--- src/rtl/mac_act_stage.sv ---
// mac_act_stage: requantize, activate and buffer finished MAC accumulator values.
// Pipeline: stage 1 rounds and shifts, stage 2 applies ReLU and saturation,
// then a show-ahead FIFO hands results to the next layer over valid/ready.
// Optional build macro LEAKY_RELU_EN replaces ReLU with a leaky ReLU (slope 1/8).
module mac_act_stage #(
    parameter int unsigned IN_BITWIDTH  = 32,
    parameter int unsigned OUT_BITWIDTH = 16,
    parameter int unsigned FRAC_SHIFT   = 8,
    parameter int unsigned FIFO_DEPTH   = 4
) (
    input  logic                              clk,
    input  logic                              rstn,
    input  logic signed [IN_BITWIDTH-1:0]     acc_in,
    input  logic                              acc_valid,
    output logic                              acc_ready,
    output logic signed [OUT_BITWIDTH-1:0]    act_out,
    output logic                              act_valid,
    input  logic                              act_ready,
    output logic [$clog2(FIFO_DEPTH):0]       fifo_count,
    output logic                              sat_flag,
    input  logic                              clear_sat
);

    localparam int unsigned PW = $clog2(FIFO_DEPTH);
    localparam int unsigned CW = PW + 1;
    localparam int unsigned RW = IN_BITWIDTH + 1;

    // Half an output LSB; collapses to zero when nothing is shifted out.
    localparam logic signed [RW-1:0] RND  = RW'((RW'(1) << FRAC_SHIFT) >> 1);
    localparam logic signed [RW-1:0] MAXV = RW'((64'(1) << (OUT_BITWIDTH - 1)) - 64'(1));
`ifdef LEAKY_RELU_EN
    localparam logic signed [RW-1:0] MINV = -MAXV - RW'(1);
`endif

    logic                           s1_valid;
    logic signed [RW-1:0]           s1_r;
    logic                           s2_valid;
    logic signed [OUT_BITWIDTH-1:0] s2_y;

    logic [OUT_BITWIDTH-1:0]        mem [FIFO_DEPTH];
    logic [PW-1:0]                  rd_ptr;
    logic [PW-1:0]                  wr_ptr;

    logic                           accept_c;
    logic [CW:0]                    reserved_c;
    logic signed [RW-1:0]           s1_sum_c;
    logic signed [OUT_BITWIDTH-1:0] s2_y_c;
    logic                           s2_sat_c;
`ifdef LEAKY_RELU_EN
    logic signed [RW-1:0]           s2_leak_c;
`endif
    logic                           push_c;
    logic                           pop_c;
    logic [CW-1:0]                  count_after_pop_c;
    logic [CW-1:0]                  count_next_c;
    logic [PW-1:0]                  rd_next_c;

    // Slot reservation: buffered plus in-flight entries must leave room for one more.
    assign reserved_c = (CW+1)'(fifo_count) + (CW+1)'(s1_valid) + (CW+1)'(s2_valid);
    assign acc_ready  = reserved_c < (CW+1)'(FIFO_DEPTH);
    assign accept_c   = acc_valid && acc_ready;

    // Sign-extended add one bit wider so the rounding term can never overflow.
    assign s1_sum_c = RW'(acc_in) + RND;

    // Stage 1: rounding arithmetic right shift (round half toward +inf).
    always_ff @(posedge clk) begin
        if (!rstn) begin
            s1_valid <= 1'b0;
            s1_r     <= '0;
        end else begin
            s1_valid <= accept_c;
            if (accept_c) begin
                s1_r <= s1_sum_c >>> FRAC_SHIFT;
            end
        end
    end

    // Stage 2 combinational: activation function and clamp to output range.
    always_comb begin
        s2_y_c   = '0;
        s2_sat_c = 1'b0;
`ifdef LEAKY_RELU_EN
        s2_leak_c = s1_r >>> 3;
`endif
        if (s1_r[RW-1]) begin
`ifdef LEAKY_RELU_EN
            if (s2_leak_c < MINV) begin
                s2_y_c   = MINV[OUT_BITWIDTH-1:0];
                s2_sat_c = 1'b1;
            end else begin
                s2_y_c = s2_leak_c[OUT_BITWIDTH-1:0];
            end
`else
            s2_y_c = '0;
`endif
        end else if (s1_r > MAXV) begin
            s2_y_c   = MAXV[OUT_BITWIDTH-1:0];
            s2_sat_c = 1'b1;
        end else begin
            s2_y_c = s1_r[OUT_BITWIDTH-1:0];
        end
    end

    // Stage 2 register.
    always_ff @(posedge clk) begin
        if (!rstn) begin
            s2_valid <= 1'b0;
            s2_y     <= '0;
        end else begin
            s2_valid <= s1_valid;
            if (s1_valid) begin
                s2_y <= s2_y_c;
            end
        end
    end

    // Sticky saturation flag; a new saturation wins over a same-cycle clear.
    always_ff @(posedge clk) begin
        if (!rstn) begin
            sat_flag <= 1'b0;
        end else if (s1_valid && s2_sat_c) begin
            sat_flag <= 1'b1;
        end else if (clear_sat) begin
            sat_flag <= 1'b0;
        end
    end

    // FIFO bookkeeping: stage 2 always pushes; reservation guarantees a free slot.
    assign push_c            = s2_valid;
    assign pop_c             = act_valid && act_ready;
    assign count_after_pop_c = fifo_count - CW'(pop_c);
    assign count_next_c      = count_after_pop_c + CW'(push_c);
    assign rd_next_c         = pop_c ? rd_ptr + PW'(1) : rd_ptr;

    // FIFO storage; contents need no reset since validity lives in the count.
    always_ff @(posedge clk) begin
        if (rstn && push_c) begin
            mem[wr_ptr] <= s2_y;
        end
    end

    // Pointers, occupancy and registered show-ahead head entry.
    always_ff @(posedge clk) begin
        if (!rstn) begin
            rd_ptr     <= '0;
            wr_ptr     <= '0;
            fifo_count <= '0;
            act_valid  <= 1'b0;
            act_out    <= '0;
        end else begin
            fifo_count <= count_next_c;
            act_valid  <= (count_next_c != '0);
            if (pop_c) begin
                rd_ptr <= rd_ptr + PW'(1);
            end
            if (push_c) begin
                wr_ptr <= wr_ptr + PW'(1);
            end
            // Head comes from the incoming word when the FIFO would otherwise be empty.
            if (count_next_c != '0) begin
                if (count_after_pop_c == '0) begin
                    act_out <= s2_y;
                end else begin
                    act_out <= mem[rd_next_c];
                end
            end
        end
    end

endmodule

--- config.mk ---
export PLATFORM = sky130hd
export DESIGN_NAME = mac_act_stage
export DESIGN_NICKNAME = d
export VERILOG_FILES = /design/src/rtl/mac_act_stage.sv
export SDC_FILE = /design/constraint.sdc
export NUM_CORES = 1
export LEC_CHECK = 0
export CAP_MARGIN = 20
export CORE_UTILIZATION = 57
export DETAILED_ROUTE_END_ITERATION = 6
export GPL_TIMING_DRIVEN = 0
export PLACE_DENSITY_LB_ADDON = 0.08
export REMOVE_ABC_BUFFERS = 1
export SLEW_MARGIN = 20
export SYNTH_ARGS = -nofsm -noshare
export SYNTH_HDL_FRONTEND = slang
export SYNTH_SLANG_ARGS = --single-unit
--- constraint.sdc ---
create_clock -name clk -period 3.5 [get_ports clk]
set_input_delay 0.35 -clock clk [delete_from_list [all_inputs] [get_ports clk]]
set_output_delay 0.35 -clock clk [all_outputs]
set_load 0.01 [all_outputs]
Word level (Yosys, flattened, before mapping). Memory sizes are Yosys's and may differ from the RTL's. Cells that the tools add are included.

Add/subtract/negate cells: 7. Magnitude comparators: 2. Muxes and demuxes: 10. Reductions and logical operators: 7.

Operators by type and width (count): $mux W16 (3); $add A32 B9 Y33 const B (1); $gt A25 B16 Y1 const B (1); $mux W1 (6); $add A2 B1 Y2 const B (2); $add A3 B1 Y4 (1); $add A4 B1 Y4 (1); $logic_and A1 B1 Y1 (4); $lt A4 B3 Y1 const B (1); $add A3 B1 Y3 (1); $logic_not A3 Y1 (1); $reduce_bool A3 Y1 (1); $sub A3 B1 Y3 (1); $mux W2 (1); $reduce_bool A2 Y1 (1).

Register bits after elaboration: 68. Memory bits (writable): 64. Bits of input ports: 37. Output and inout port bits: 22. Word-level logic and storage cells: 37. Memories: 1.

Memories: mem (depth 4, width 16, rd ports 1, clocked after memory_dff 0, write ports 1, RTL line 40) `logic [OUT_BITWIDTH-1:0] mem [FIFO_DEPTH];`.

Depth between registers and ports, before layout. Gate-level depths: netlist of the first run.

Depth in word-level cells: 5. Depth in mapped cells: 13. Mapped depth without buffers: 11.

Worst setup path before layout of the first run. Ideal clock, no wire load.

Path type: reg-to-reg. From: register act_valid. To: register act_out[6]. Library setup time: 0.121 ns. Data arrival time: 2.795 ns. Data required time: 3.379 ns. Slack: 0.584 ns. Stages on the path, launching flop included: 14. Path buffers: 2. Clock period less this slack: 2.916 ns. Cell sequence: dfxtp_1 > nand2_1 > clkinv_1 > clkbuf_1 > ha_1 > ha_1 > inv_1 > ha_1 > xor3_2 > o31a_4 > and2_4 > buf_6 > a22oi_2 > o21ai_1.

Longest elaborated chain between the ends: 4. Elaborated cells on any way between the ends: 8. Those cells by class: add/sub: 2; mux: 2; reduce/logical: 3; memory: 1.

RTL lines: start: declaration (RTL line 17) `output logic act_valid,`; start signal: assignment (RTL line 153) `act_valid <= (count_next_c != '0);`; $logic_and A1 B1 Y1 * (RTL line 131) `assign pop_c = act_valid && act_ready;`; $sub A3 B1 Y3 or $mux W2 (tied branches); $add A3 B1 Y3 (tied with other cells) (RTL line 133) `assign count_next_c = count_after_pop_c + CW'(push_c);`; $reduce_bool A3 Y1 or $mux W16 (tied branches) (RTL line 161, 162); end signal: assignment (RTL line 163) `act_out <= s2_y;`; end signal: assignment (RTL line 165) `act_out <= mem[rd_next_c];`; end: declaration (RTL line 16) `output logic signed [OUT_BITWIDTH-1:0] act_out,`.

Mark *: on every way between the ends. The rest lies on a longest branch, timed or not. A chain may end at the register's enable or synchronous reset.

Worst setup path in the final report of the first run.
From: register act_valid. To: register act_out[4].

The elaborated chain is that of the path after synthesis.

==> results of run 1 <==
[registers in the layout, indices dropped and copies added (netlist names), 2 cells and up]
register / count
mem: 64
s1_r: 25
act_out: 16
s2_y: 16
fifo_count: 3
rd_ptr: 2
wr_ptr: 2
[cells in the mapped netlist (3+ instances only)]
cell type and instances:
sky130_fd_sc_hd__xor2_1 15, sky130_fd_sc_hd__nand4_1 5, sky130_fd_sc_hd__mux2i_1 17, sky130_fd_sc_hd__a21oi_1 33
sky130_fd_sc_hd__nand2_1 28, sky130_fd_sc_hd__inv_1 10, sky130_fd_sc_hd__o21ai_1 14, sky130_fd_sc_hd__nand3_1 14
sky130_fd_sc_hd__edfxtp_1 64, sky130_fd_sc_hd__dfxtp_1 68, sky130_fd_sc_hd__ha_1 10, sky130_fd_sc_hd__buf_2 5
sky130_fd_sc_hd__o21ai_0 78, sky130_fd_sc_hd__a22oi_1 4, sky130_fd_sc_hd__and3_1 10, sky130_fd_sc_hd__xnor2_1 12
sky130_fd_sc_hd__buf_1 4, sky130_fd_sc_hd__nor3_1 30, sky130_fd_sc_hd__a21o_1 3, sky130_fd_sc_hd__nor2_1 45
sky130_fd_sc_hd__nor4_4 3, sky130_fd_sc_hd__and2_1 7, sky130_fd_sc_hd__clkbuf_1 21, sky130_fd_sc_hd__a22oi_2 10
sky130_fd_sc_hd__a211oi_1 21, sky130_fd_sc_hd__nand3b_1 3
[kinds of logic (layout without fill, tap and decap cells)]
kind of cell	count (synthesis)	in the layout	share of synthesized area (%)
DFF	132	132	55.5
and+or+nand+nor	158	158	14.2
xor gates and xnor gates	28	28	4.42
AOI/OAI and AO/OA	171	171	17.5
adders and majority gates	10	10	2.12
buffers and inverters	45	99	3.17
muxes	18	18	3.07
[critical path, delay by kind of cell, from the launching register on]
family | cells | cell delay (ns)
compound gates | 3 | 0.60
fa+ha+maj | 3 | 0.78
xor+xnor | 1 | 0.43
flops | 1 | 0.36
buf+inv | 2 | 0.38
simple gates | 2 | 0.59
[per-stage QoR]
step / util [%] / cell area (sq um) / instances / TNS, ns / hold WS [ns]
after floorplan: - / 5770 / 529 / -7.58 / 0.439
after global placement: 65.1 / 6450 / 713 / -36.68 / 0.438
after detailed placement: 65.4 / 6480 / 715 / -34.96 / 0.447
after CTS: 71.0 / 7040 / 747 / 0 / 0.458
after global routing: 71.3 / 7070 / 749 / 0 / 0.473
final: 71.3 / 7070 / 749 / 0 / 0.457
[power by group through the flow]
stage / combinational (mW) / sequential (mW) / clock, mW
after global placement: 1.13 / 2.05 / 0
after CTS: 1.20 / 2.03 / 1.64
after detailed placement: 1.19 / 2.06 / 0
after floorplan: 0.660 / 2.06 / 0
final: 1.24 / 2.03 / 1.62
after global routing: 1.36 / 2.06 / 1.72
[worst paths after layout]
check                                           endpoint  slack [ns]                startpoint  depth (start not counted)
worst min-delay path            act_out[14]$_SDFFE_PN0P_        0.46  act_out[14]$_SDFFE_PN0P_                          1
worst min register to register  act_out[14]$_SDFFE_PN0P_        0.46  act_out[14]$_SDFFE_PN0P_                          1
worst max-delay path             act_out[4]$_SDFFE_PN0P_        0.21      act_valid$_SDFF_PN0_                         11
worst max register to register   act_out[4]$_SDFFE_PN0P_        0.21      act_valid$_SDFF_PN0_                         11
[metal layers]
layer	track usage, %	share of wire (%)	vias to the layer above
li1	-	-	2152
met1	29.2	41	2106
met2	42.1	51	171
met3	5.10	5.4	34
met4	13.0	2.4	0
met5	0	0	-
[layout make-up]
cell class / instances / area (sq um) / area share (%)
sequential: 132 / 3290 / 46.5
multi-input combinational: 385 / 2450 / 34.7
timing repair buffer: 55 / 569 / 8.05
clock buffer: 21 / 429 / 6.07
tap: 133 / 166 / 2.35
clock inverter: 11 / 113 / 1.59
inverter: 12 / 50.0 / 0.708
[what timing repair did]
| item | in CTS | in global routing |
|---|---|---|
| resized for setup | 4 | 1 |
| endpoints found under the hold margin | 0 | 0 |
| pin swaps | 0 | 1 |
| setup buffers | 0 | 2 |
| cloned | 0 | 0 |
| setup endpoints to repair | 20 | 15 |
==> out/summary.md, run 1 <==
• **result of the run** finished clean
• **Fillers** 733
• **worst max-slew margin expressed relative to the limit** 40.3%
• **transition at the pin with the smallest max-transition slack** 0.895 ns
• **achievable frequency** 304 MHz
• **maximum level of the CTS H-tree** 4
• **Lkg Pwr** 2.40 nW
• **YS warnings** 0
• **fin crit share** 93.9%
• **maximum number of pins on one net before global-route repair** 50
• **Synth Area per Inst** 10.5 sq um
• **number of distinct standard cells referenced by the synthesized netlist** 49
• **Async SR Flop Fraction** 0%
• **DRT iter0 DRCs** 310
• **remaining number of nets flagged by the antenna check after routing** 0
• **Final Worst Setup Slack** 0.212 ns
• **number of global-route vias before repair** 4411
• **clk sink count** 132
• **minimum setup slack after placement** -1.97 ns
• **routed via count** 4463
• **clock buffers created by TritonCTS** 17
• **overflow left after global routing** 0
• **total iterations of the first detailed-routing run** 7
• **crit end category** register
• **Port Buffer Count** 51
• **internal power** 3.40 mW
• **top-level port count** 59
• **fraction of final layout cells sized beyond drive strength 1** 9.90%
• **post-detailed-routing wire length** 12600 um
• **Antenna Cells** 0
• **global-route wire length before repair** 20900 um
• **switching power** 1.49 mW
• **die boundary height** 104 um
• **EDFF count, synth** 64
• **number of antenna violations at the first check in global routing** 0
• **endpoint arrival time on the critical path** 3.67 ns
• **GP Congestion** 0.785
• **CP Data Required Time** 3.88 ns
• **Seq cells post-synth** 132
• **clock tree from TritonCTS** yes
• **master of the slowest instance on the critical path** sky130_fd_sc_hd__xor3_2
• **worst-skew pair later-pin latency** 0.52 ns
• **final number of max-transition violations** 0
• **x dimension of the die** 104 um
• **area of the die** 10800 sq um
• **peak fanout along the critical path** 34
• **leading cell type in the layout, fill and taps excluded** sky130_fd_sc_hd__o21ai_0
• **VDD IR-drop max** 0.304 mV
• **library cell with the largest summed area after synthesis** sky130_fd_sc_hd__edfxtp_1
• **sequential group share of total power** 41.5%
• **Worst Setup Start Kind** register
• **total setup violations reported at the end of the flow** 0
• **area of the mapped netlist** 5910 sq um
• **Overall Power** 4.90 mW
• **hold_buf cts** 0
• **area growth from synthesis to final layout** 19.6%
• **Post-Route Skew** 0.0122 ns
• **critical path's most frequent cell** sky130_fd_sc_hd__ha_1
• **post-DP HPWL** 8150 um
• **area share of the leading cell type in the synthesized netlist** 32.5%
• **global-route total usage across every layer** 24.6%
• **reported max-cap violation count** 0
• **number of hold violations in the final report** 0
• **Root Buffer** sky130_fd_sc_hd__clkbuf_8
• **Initial Utilization** 59.7%
• **Floorplan Core Area** 9910 sq um
• **category of the critical setup timing path** reg2reg
• **buffer levels on the longest clock path** 2
• **most used cells in the layout excluding fill and tap cells** sky130_fd_sc_hd__o21ai_0, sky130_fd_sc_hd__dfxtp_1, sky130_fd_sc_hd__edfxtp_1
• **number of rows in the core area** 36
• **post-layout net count** 650
• **Synth Flop Type** sky130_fd_sc_hd__dfxtp_1
• **routed vias/inst** 5.96
• **critical path, cell by cell** nand2_4, clkinv_4, ha_1, inv_1, ha_1, ha_1, xor3_2, o31a_4, and2_4, a22oi_1, o21ai_1
• **Clk pwr share** 33.1%
• **time the worst path needs with I/O delays and setup** 3.29 ns
• **Combinational Power Share** 25.4%
• **portion of the post-synthesis area used by sequential elements** 55.5%
• **stage delay of the slowest cell on the critical path** 0.43 ns
• **leading post-synthesis cells by cell area** sky130_fd_sc_hd__edfxtp_1, sky130_fd_sc_hd__dfxtp_1, sky130_fd_sc_hd__o21ai_0
• **Clock Pin Slew Worst Setup and Hold Paths** 0.06 ns
• **average routed wire per standard cell** 16.8 um
• **Hold WC Path Type** reg2reg
• **proportion of total power due to net switching** 30.5%
• **RSZ-0062 raised after global routing** false
• **Pwr Density** 693 nW/um^2
• **number of instances in the synthesized netlist** 562
• **drc violations** 0
(Power assumes the default switching activity.)
==> run 2: changes to the inputs <==
Settings changed: ABC_AREA set to 1.
==> out/summary.md, run 2 <==
• **result of the run** finished clean
• **maximum number of pins on one net before global-route repair** 35
• **total area of multi-input combinational cells** 2420 sq um
• **Async SR Flop Fraction** 0%
• **achievable frequency** 409 MHz
• **Combinational Power Share** 28.3%
• **Port Buffer Count** 51
• **minimum setup slack after placement** 0.666 ns
• **GP Congestion** 0.888
• **CP Data Required Time** 3.15 ns
• **Floorplan Core Area** 10300 sq um
• **post-layout net count** 811
• **Fillers** 822
• **most used standard cells in the synthesized netlist** sky130_fd_sc_hd__nand2_1, sky130_fd_sc_hd__nor2_1, sky130_fd_sc_hd__dfxtp_1
• **Antenna Cells** 0
• **maximum level of the CTS H-tree** 4
• **clk sink count** 132
• **most used cells in the layout excluding fill and tap cells** sky130_fd_sc_hd__nand2_1, sky130_fd_sc_hd__nor2_1, sky130_fd_sc_hd__dfxtp_1
• **largest registers** mem x64, s1_r x25
• **number of instances resized during post-cts repair** 0
• **global-route total usage across every layer** 26.7%
• **Worst Setup Start Kind** register
• **internal power** 3.34 mW
• **Clk pwr share** 33.2%
• **buffer levels on the longest clock path** 2
• **average routed wire per standard cell** 15.0 um
• **top-level port count** 59
• **routed via count** 4824
• **remaining number of nets flagged by the antenna check after routing** 0
• **master of the slowest instance on the critical path** sky130_fd_sc_hd__clkdlybuf4s50_1
• **RSZ-0062 raised after global routing** false
• **fin crit share** 69.9%
• **flip-flop count of the largest register, all copies and words added** 64
• **category of the critical setup timing path** reg2out
• **EDFF count, synth** 64
• **Post-Route Skew** 0.00822 ns
• **Seq cells post-synth** 132
• **worst-skew pair later-pin latency** 0.51 ns
• **Final Worst Setup Slack** 1.05 ns
• **proportion of total power due to net switching** 32.6%
• **register containing the most flip-flops in the final layout** mem
• **library cell with the largest summed area after synthesis** sky130_fd_sc_hd__edfxtp_1
• **sequential standard cell area** 3280 sq um
• **DRT iter0 DRCs** 348
• **hold_buf cts** 0
• **number of global-route vias before repair** 4657
• **x dimension of the die** 105 um
• **Post-Route Utilization** 70.5%
• **reported max-cap violation count** 0
• **area growth from synthesis to final layout** 19.8%
• **routed vias/inst** 5.28
• **Synth Area per Inst** 8.49 sq um
• **drc violations** 0
• **YS warnings** 0
• **transition at the pin with the smallest max-transition slack** 1.04 ns
• **global-route wire length before repair** 22700 um
• **Cells after DPL** 881
• **Lkg Pwr** 2.97 nW
• **top-count cell post-synth** sky130_fd_sc_hd__nand2_1
• **Initial Utilization** 58.8%
• **final total negative setup slack** 0 ns
• **worst max-slew margin expressed relative to the limit** 30.7%
• **Finished Layout Cells** 913
• **die boundary height** 105 um
• **Pwr Density** 681 nW/um^2
• **Post-CTS Setup Bufs** 0
• **area of the mapped netlist** 6070 sq um
• **portion of the post-synthesis area used by sequential elements** 54.1%
• **post-detailed-routing wire length** 13700 um
• **total setup violations reported at the end of the flow** 0
• **number of rows in the core area** 37
• **number of instances in the synthesized netlist** 715
• **clock tree from TritonCTS** yes
• **total iterations of the first detailed-routing run** 5
• **time the worst path needs with I/O delays and setup** 2.45 ns
• **peak fanout along the critical path** 4
• **VDD IR-drop max** 0.767 mV
• **critical path, cell by cell** ha_1, a21oi_1, nor2_1, nor2_2, clkdlybuf4s50_1
• **Hold WC Path Type** in2reg
• **crit end category** output port
• **number of hold violations in the final report** 0
• **overflow left after global routing** 0
• **area of the die** 11100 sq um
• **sequential group share of total power** 38.6%
• **clock buffers created by TritonCTS** 17
• **number of distinct standard cells referenced by the synthesized netlist** 34
• **post-DP HPWL** 9470 um
• **Root Buffer** sky130_fd_sc_hd__clkbuf_8
• **fraction of final layout cells sized beyond drive strength 1** 8.62%
• **area share of the leading cell type in the synthesized netlist** 31.7%
• **switching power** 1.62 mW
• **Synth Flop Type** sky130_fd_sc_hd__dfxtp_1
• **stage delay of the slowest cell on the critical path** 0.55 ns
• **leading cell type in the layout, fill and taps excluded** sky130_fd_sc_hd__nand2_1
• **number of antenna violations at the first check in global routing** 0
• **Clock Pin Slew Worst Setup and Hold Paths** 0.06 ns
• **leading post-synthesis cells by cell area** sky130_fd_sc_hd__edfxtp_1, sky130_fd_sc_hd__dfxtp_1, sky130_fd_sc_hd__nand2_1
• **final number of max-transition violations** 0
• **endpoint arrival time on the critical path** 2.10 ns
[run 2: cell types whose count changed after synthesis, moves of 9 or more]
cell / change
sky130_fd_sc_hd__o211ai_1: +20
sky130_fd_sc_hd__nor2_1: +66
sky130_fd_sc_hd__a22oi_2: -10
sky130_fd_sc_hd__o21ai_0: -51
sky130_fd_sc_hd__nand2_1: +142
sky130_fd_sc_hd__inv_2: +9
sky130_fd_sc_hd__nand3_1: +26
sky130_fd_sc_hd__inv_1: +50
sky130_fd_sc_hd__a211oi_1: -21
sky130_fd_sc_hd__nor3_1: -23
sky130_fd_sc_hd__and3_1: -10
sky130_fd_sc_hd__clkbuf_1: -11
sky130_fd_sc_hd__mux2i_1: -17
[run 2: logic make-up (layout without fill, tap and decap cells)]
logic type / after synthesis / after routing / share of synthesized area (%)
adder cells (fa/ha/maj): 10 / 10 / 2.06
AND/OR/NAND/NOR: 368 / 368 / 26.0
AO/OA/AOI/OAI: 94 / 94 / 8.80
flip-flops: 132 / 132 / 54.1
buffers and inverters: 96 / 158 / 6.55
XOR/XNOR: 15 / 15 / 2.53
[run 2: critical path, delay by kind of cell, from the launching register on]
kind / cells / cell delay (ns)
flops: 1 / 0.41
compound gates: 1 / 0.18
simple gates: 2 / 0.19
buf+inv: 1 / 0.55
fa+ha+maj: 1 / 0.26
[run 2: final timing paths]
kind | startpoint | to | slack, ns | cells after the start
setup / recovery | push_c$_SDFF_PN0_ | acc_ready | 1.05 | 5
hold / removal | clear_sat | sat_flag$_SDFFE_PN0P_ | 0.41 | 2
setup reg to reg | act_valid$_SDFF_PN0_ | act_out[3]$_SDFFE_PN0P_ | 1.13 | 10
hold reg to reg | act_out[5]$_SDFFE_PN0P_ | act_out[5]$_SDFFE_PN0P_ | 0.45 | 2
[run 2: routing by layer]
metal | vias up | track usage (%) | part of all wire [%]
met5 | - | 0 | 0
met4 | 0 | 9.15 | 1.0
met1 | 2247 | 32.7 | 44
met2 | 133 | 47.1 | 50
met3 | 12 | 5.01 | 4.5
li1 | 2432 | - | -
[run 2: power groups by stage]
stage	sequential, mW	combinational [mW]	clock (mW)
floorplan	1.94	0.870	0
global placement	1.92	1.35	0
detailed placement	1.94	1.39	0
CTS	1.91	1.41	1.66
global route	1.93	1.57	1.73
finish	1.91	1.40	1.64
[run 2: layout make-up]
| class | instances | area share [%] |
|---|---|---|
| well taps | 136 | 2.34 |
| multi-input cells | 487 | 33.2 |
| clock inverters | 10 | 1.48 |
| flip-flops and latches | 132 | 45.1 |
| inverters | 70 | 3.61 |
| repair buffers | 56 | 8.12 |
| clock buffers | 22 | 6.09 |
[run 2: through the flow]
step / power (mW) / area, sq um / hold WS, ns
after floorplan: 2.81 / 5940 / 0.443
after global placement: 3.27 / 6620 / 0.435
after CTS: 4.97 / 7270 / 0.390
final: 4.95 / 7270 / 0.412
after detailed placement: 3.33 / 6720 / 0.438
after global routing: 5.23 / 7270 / 0.412
